File: config.mk
export PLATFORM = sky130hd
export DESIGN_NAME = cyc_seq_gen
export DESIGN_NICKNAME = d
export VERILOG_FILES = /design/src/rtl/cyc_pkg.sv /design/src/rtl/cyc_rom.sv /design/src/rtl/cyc_seq_gen.sv
export SDC_FILE = /design/constraint.sdc
export NUM_CORES = 1
export LEC_CHECK = 0
export BUFFER_PORTS_ARGS = -buffer_cell sky130_fd_sc_hd__buf_4
export CAP_MARGIN = 10
export CORE_MARGIN = 1.5
export CORE_UTILIZATION = 50
export DETAILED_ROUTE_END_ITERATION = 10
export PLACE_DENSITY_LB_ADDON = 0.2
export SYNTH_ARGS = -nofsm -noshare
export SYNTH_HDL_FRONTEND = slang
export SYNTH_SLANG_ARGS = --single-unit
export TNS_END_PERCENT = 30
File: constraint.sdc
create_clock -name i_clk -period 2.4 [get_ports i_clk]
set_clock_uncertainty 0.05 [all_clocks]
set_input_delay 0.48 -clock i_clk [delete_from_list [all_inputs] [get_ports i_clk]]
set_output_delay 0.48 -clock i_clk [all_outputs]
set_load 0.05 [all_outputs]
File: src/rtl/cyc_pkg.sv
// cyc_pkg: shared types and elaboration-time unit-circle point generator for cyc_seq_gen.
package cyc_pkg;
  localparam int DEF_N_POINTS = 24;
  localparam int DEF_DATA_W = 16;
  typedef struct packed {
    logic signed [DEF_DATA_W-1:0] re;
    logic signed [DEF_DATA_W-1:0] im;
  } cplx_t;
  typedef enum logic {S_IDLE, S_RUN} state_t;
  function automatic longint cyc_fix(input longint v, input int w);
    longint lim, r;
    lim = 64'sd1 <<< (w - 1);
    r = (v * lim + (64'sd1 <<< 29)) >>> 30;
    return r > lim - 1 ? lim - 1 : r < -lim ? -lim : r;
  endfunction
  // Returns {re[31:0], im[31:0]}; Taylor series in Q30 on the first quadrant, then rotated.
  function automatic logic [63:0] cyc_point(input int k, input int n, input int w);
    longint x, ts, tc, s, c, re, im;
    int q, r;
    q = (4 * k) / n;
    r = k - q * (n / 4);
    x = (2 * 64'sd3373259426 * r) / n;
    s = x;
    ts = x;
    c = 64'sd1 <<< 30;
    tc = c;
    for (int i = 1; i < 14; i++) begin
      ts = -((((ts * x) >>> 30) * x) >>> 30) / ((2 * i) * (2 * i + 1));
      tc = -((((tc * x) >>> 30) * x) >>> 30) / ((2 * i - 1) * (2 * i));
      s += ts;
      c += tc;
    end
    re = q == 0 ? c : q == 1 ? -s : q == 2 ? -c : s;
    im = q == 0 ? s : q == 1 ? c : q == 2 ? -s : -c;
    re = cyc_fix(re, w);
    im = cyc_fix(im, w);
    return {re[31:0], im[31:0]};
  endfunction
endpackage

File: src/rtl/cyc_rom.sv
// cyc_rom: combinational index -> unit-circle point lookup, table fixed at elaboration.
module cyc_rom import cyc_pkg::*; #(
  parameter int N_POINTS = DEF_N_POINTS,
  parameter int DATA_W = DEF_DATA_W,
  localparam int IDX_W = $clog2(N_POINTS)
) (
  input  logic [IDX_W-1:0]         idx,
  output logic signed [DATA_W-1:0] re,
  output logic signed [DATA_W-1:0] im
);
  logic signed [DATA_W-1:0] tab_re [N_POINTS];
  logic signed [DATA_W-1:0] tab_im [N_POINTS];
  for (genvar k = 0; k < N_POINTS; k++) begin : g_tab
    localparam logic [63:0] P = cyc_point(k, N_POINTS, DATA_W);
    assign tab_re[k] = P[32 +: DATA_W];
    assign tab_im[k] = P[0 +: DATA_W];
  end
  assign re = tab_re[idx];
  assign im = tab_im[idx];
endmodule

File: src/rtl/cyc_seq_gen.sv
// cyc_seq_gen: streams phasors e^{j2pi(p0+step*n)/N} with valid/ready; CYC_SEQ_GEN_CONJ_EN adds i_conj.
module cyc_seq_gen import cyc_pkg::*; #(
  parameter int N_POINTS = DEF_N_POINTS,
  parameter int DATA_W = DEF_DATA_W,
  parameter int LEN_W = 12,
  localparam int IDX_W = $clog2(N_POINTS)
) (
  input  logic                     i_clk,
  input  logic                     i_rst,
  input  logic                     i_start,
  input  logic [IDX_W-1:0]         i_init_phase,
  input  logic [IDX_W-1:0]         i_step,
  input  logic [LEN_W-1:0]         i_len,
`ifdef CYC_SEQ_GEN_CONJ_EN
  input  logic                     i_conj,
`endif
  output logic                     o_idle,
  output logic                     o_valid,
  input  logic                     i_ready,
  output logic signed [DATA_W-1:0] o_re,
  output logic signed [DATA_W-1:0] o_im,
  output logic                     o_last,
  output logic                     o_done
);
  localparam logic [IDX_W:0] NP = (IDX_W + 1)'(N_POINTS);
  localparam logic [IDX_W-1:0] NI = IDX_W'(N_POINTS);
  state_t state, state_nx;
  logic [IDX_W-1:0] acc, step, acc_nx;
  logic [IDX_W:0] sum;
  logic [LEN_W-1:0] len, cnt;
  logic accept, load, hs_last;
  logic signed [DATA_W-1:0] rom_re, rom_im, im_sel;
  cyc_rom #(.N_POINTS(N_POINTS), .DATA_W(DATA_W)) u_rom (.idx(acc), .re(rom_re), .im(rom_im));
  assign o_idle = state == S_IDLE;
  assign accept = o_idle && i_start && i_len != '0;
  always_comb begin
    sum = {1'b0, acc} + {1'b0, step};
    acc_nx = sum >= NP ? IDX_W'(sum - NP) : sum[IDX_W-1:0];
    load = state == S_RUN && cnt != len && (!o_valid || i_ready);
    hs_last = o_valid && i_ready && o_last;
    state_nx = state == S_IDLE ? (accept ? S_RUN : S_IDLE) : (hs_last ? S_IDLE : S_RUN);
  end
  always_ff @(posedge i_clk) begin
    if (i_rst) state <= S_IDLE;
    else state <= state_nx;
  end
`ifdef CYC_SEQ_GEN_CONJ_EN
  logic conj;
  localparam logic signed [DATA_W-1:0] MIN = {1'b1, {(DATA_W - 1){1'b0}}};
  always_ff @(posedge i_clk) begin
    if (i_rst) conj <= 1'b0;
    else if (accept) conj <= i_conj;
  end
  assign im_sel = !conj ? rom_im : rom_im == MIN ? ~MIN : -rom_im;
`else
  assign im_sel = rom_im;
`endif
  always_ff @(posedge i_clk) begin
    if (i_rst) begin
      acc <= '0;
      step <= '0;
      len <= '0;
      cnt <= '0;
      o_valid <= 1'b0;
      o_last <= 1'b0;
      o_done <= 1'b0;
      o_re <= '0;
      o_im <= '0;
    end else begin
      o_done <= (o_idle && i_start && i_len == '0) || hs_last;
      if (accept) begin
        acc <= i_init_phase >= NI ? i_init_phase - NI : i_init_phase;
        step <= i_step >= NI ? i_step - NI : i_step;
        len <= i_len;
        cnt <= '0;
      end else if (load) begin
        acc <= acc_nx;
        cnt <= cnt + 1'b1;
        o_valid <= 1'b1;
        o_re <= rom_re;
        o_im <= im_sel;
        o_last <= cnt == len - 1'b1;
      end else if (o_valid && i_ready) begin
        o_valid <= 1'b0;
      end
    end
  end
endmodule

==> flow_metrics.env <==
export IMPL_grtUsageTotal=0.2368
export IMPL_switchingPower_mw=1.016
export IMPL_crit_fanout=6
export IMPL_cts_max_level=3
export IMPL_timing_rr_end="o_last"
export IMPL_cts_clk_slew_worst_paths_ns=0.07
export IMPL_cts_tree="done"
export IMPL_crit_reg2reg_launch="len[0]"
export IMPL_die_x_um=88.09
export IMPL_rows=30
export IMPL_min_to="step[2]"
export IMPL_num_io_pins=62
export IMPL_fin_crit_sh=0.9323
export IMPL_swShare=0.3342
export IMPL_place_gp_congestion=0.9654
export IMPL_p_int_mw=2.024
export IMPL_power_frac_seq=0.358
export IMPL_slew_violations=0
export IMPL_yosysUniqueCellTypes=52
export IMPL_crit_type="reg -> reg"
export IMPL_syn_cell_area_um2=3620
export IMPL_r2r_setup_slack_ns=0.16
export IMPL_ys_ff_latch=58
export IMPL_synth_fp_nets=516
export IMPL_dp_cells=605
export IMPL_drive_gt1_frac=0.2027
export IMPL_holdWs_ns=0.3361
export IMPL_vias_per_cell=5.574
export IMPL_antenna_left=0
export IMPL_drt_initial_drc_count=203
export IMPL_final_cell_mix="buf_4 (82), dfxtp_1 (58), nand2_1 (56)"
export IMPL_mostFrequentLayoutCell="buf_4"
export IMPL_run_status="finished, final reports clean"
export IMPL_wl_per_cell_um=14.38
export IMPL_vdd_drop_max_mv=0.3956
export IMPL_hp_class="in -> reg"
export IMPL_synth_cells=477
export IMPL_core_area_um2=6907
export IMPL_first_global_vias=3133
export IMPL_place_area_um2=4124
export IMPL_cp_data_arrival_time_ns=2.41
export IMPL_cts_setup_buffers=0
export IMPL_cts_hold_buffers=0
export IMPL_maxCapViolations=0
export IMPL_antenna_found_initial=0
export IMPL_synth_area_top_cells="dfxtp_1 (32%), a21oi_1 (7.1%), nand2_1 (5.8%)"
export IMPL_powerDensity_nw_per_um2=696.0
export IMPL_setup_viol=0
export IMPL_port_buffers=61
export IMPL_syn_to_final_growth_pct=20.64
export IMPL_initial_core_util=0.5241
export IMPL_synth_edff_count=0
export IMPL_clockBufferDepth=2
export IMPL_grt_max_degree=52
export IMPL_drc=0
export IMPL_max_freq_mhz=446.9
export IMPL_reg2regPathDepth=8
export IMPL_post_cts_resized=1
export IMPL_avgSynthCellArea_um2=7.589
export IMPL_num_antenna_cells=0
export IMPL_routed_wirelength_mm=8.901
export IMPL_final_hold_violation_count=0
export IMPL_dr_pass1_iters=6
export IMPL_synth_top_area_share=0.3208
export IMPL_synthArstFlopShare=0
export IMPL_dpl_hpwl_mm=6.428
export IMPL_multi_input_area_um2=2180
export IMPL_fp_dieArea_um2=7759
export IMPL_worstMarginPinSlew_ns=0.7791
export IMPL_worst_skew_pair_late_latency_ns=0.34
export IMPL_cts_root_buf="clkbuf_8"
export IMPL_p_leak_nw=1.766
export IMPL_fin_nets=559
export IMPL_ys_warn_count=0
export IMPL_final_core_util=0.6322
export IMPL_vias=3450
export IMPL_final_area_um2=4367
export IMPL_cts_sinks=58
export IMPL_hold_path_depth=3
export IMPL_period_needed_ns=2.237
export IMPL_combPwrFrac=0.300
export IMPL_cts_buffers=9
export IMPL_seq_area_frac_synth=0.3208
export IMPL_min_from="i_step[2]"
export IMPL_crit_required_ns=2.57
export IMPL_worstSetupStartpointType="flop"
export IMPL_synth_top_area_cell="dfxtp_1"
export IMPL_overflow=0
export IMPL_crit_path_end_kind="flop"
export IMPL_fill_cells=656
export IMPL_pwr_share_clk=0.342
export IMPL_grt_pass1_wl_mm=14.59
export IMPL_die_height_um=88.09
export IMPL_regArea_um2=1161
export IMPL_layout_cells_non_filler=619
export IMPL_relSlewSlack=0.4796
export IMPL_ys_flop_type="dfxtp_1"
export IMPL_total_power_mw=3.039
[through the flow]
stage | setup slack (ns) | TNS (ns)
2_1_floorplan | 0.2595 | 0
3_3_place_gp | 0.1327 | 0
3_5_place_dp | 0.01836 | 0
4_1_cts | 0.04781 | 0
5_1_grt | -0.001115 | -0.001115
6_report | 0.1625 | 0
[how the worst max path moves through the flow]
stage               cells after the start      to  startpoint  slack [ns]
floorplan                               8  o_last      len[0]        0.26
global placement                        8  o_last      len[0]        0.13
detailed placement                      8  o_last      len[0]        0.02
CTS                                     8  o_last      len[0]        0.05
global route                            8  o_last      len[0]      -0.001
finish                                  8  o_last      len[0]        0.16
[critical path: stages, from the launching register on]
cell	delay (ns)
dfxtp_1	0.36
inv_1	0.08
ha_1	0.21
or3b_4	0.44
o21ai_0	0.18
nand3_1	0.10
a211oi_1	0.25
nand4_1	0.12
o41ai_1	0.34
[synth_stat cells, types with 2 or more instances]
library cell  instances
a211oi_1              8
a21oi_1              51
and3_1                2
o221ai_1              3
buf_4                15
buf_2                 4
nand2b_1             13
nor3_1                8
xor2_1               13
o211ai_1             10
a22oi_1               9
nand3_1              11
mux2i_1               9
o22ai_1               2
or3_1                 4
nor2b_1               6
a21boi_0              2
a32oi_1               3
buf_1                 4
nor2_1               47
nand3b_1              4
or2_2                 2
ha_1                 12
dfxtp_1              58
nand2_1              56
a31oi_1               3
a311oi_1              3
o21ai_0              23
clkbuf_1             28
a21o_1                5
nand4_1               7
xnor2_1              16
nor4_1                5
or4_1                 2
inv_1                12
[state kept, by name, summed over array words and instances (netlist names)]
register  cells
state         1
o_valid       1
step          5
o_last        1
o_im         10
o_re         10
cnt          12
o_done        1
acc           5
len          12
[per-layer routing]
metal | vias up | part of all wire | GRT usage
li1 | 1747 | - | -
met1 | 1610 | 0.46 | 0.3072
met2 | 82 | 0.49 | 0.3969
met3 | 11 | 0.038 | 0.05467
met4 | 0 | 0.012 | 0.06108
met5 | - | 0 | 0
[power by group through the flow]
stage	sequential, mW	clock [mW]	combinational, mW
3_5_place_dp	1.11	0	0.898
4_1_cts	1.09	1.06	0.903
6_report	1.09	1.04	0.912
5_1_grt	1.09	1.11	0.990
3_3_place_gp	1.11	0	0.889
2_1_floorplan	1.22	0	0.556
[layout make-up]
cell class | count | share of cell area
timing repair buffer | 83 | 0.1456
inverter | 12 | 0.01032
sequential | 58 | 0.2659
clock buffer | 12 | 0.03782
multi-input combinational | 356 | 0.4991
clock inverter | 2 | 0.01375
tap | 96 | 0.02751
[cells by family (layout without fill, tap and decap cells)]
kind of cell    count (synthesis)  after routing  synth area share
compound gates                133            133            0.2299
xor+xnor                       29             29           0.07017
fa+ha+maj                      13             13           0.04701
buf+inv                        63            109           0.08227
flops                          58             58            0.3208
mux                            10             10           0.02800
simple gates                  171            171            0.2219
Note: power is estimated with default switching activity, not from simulation.
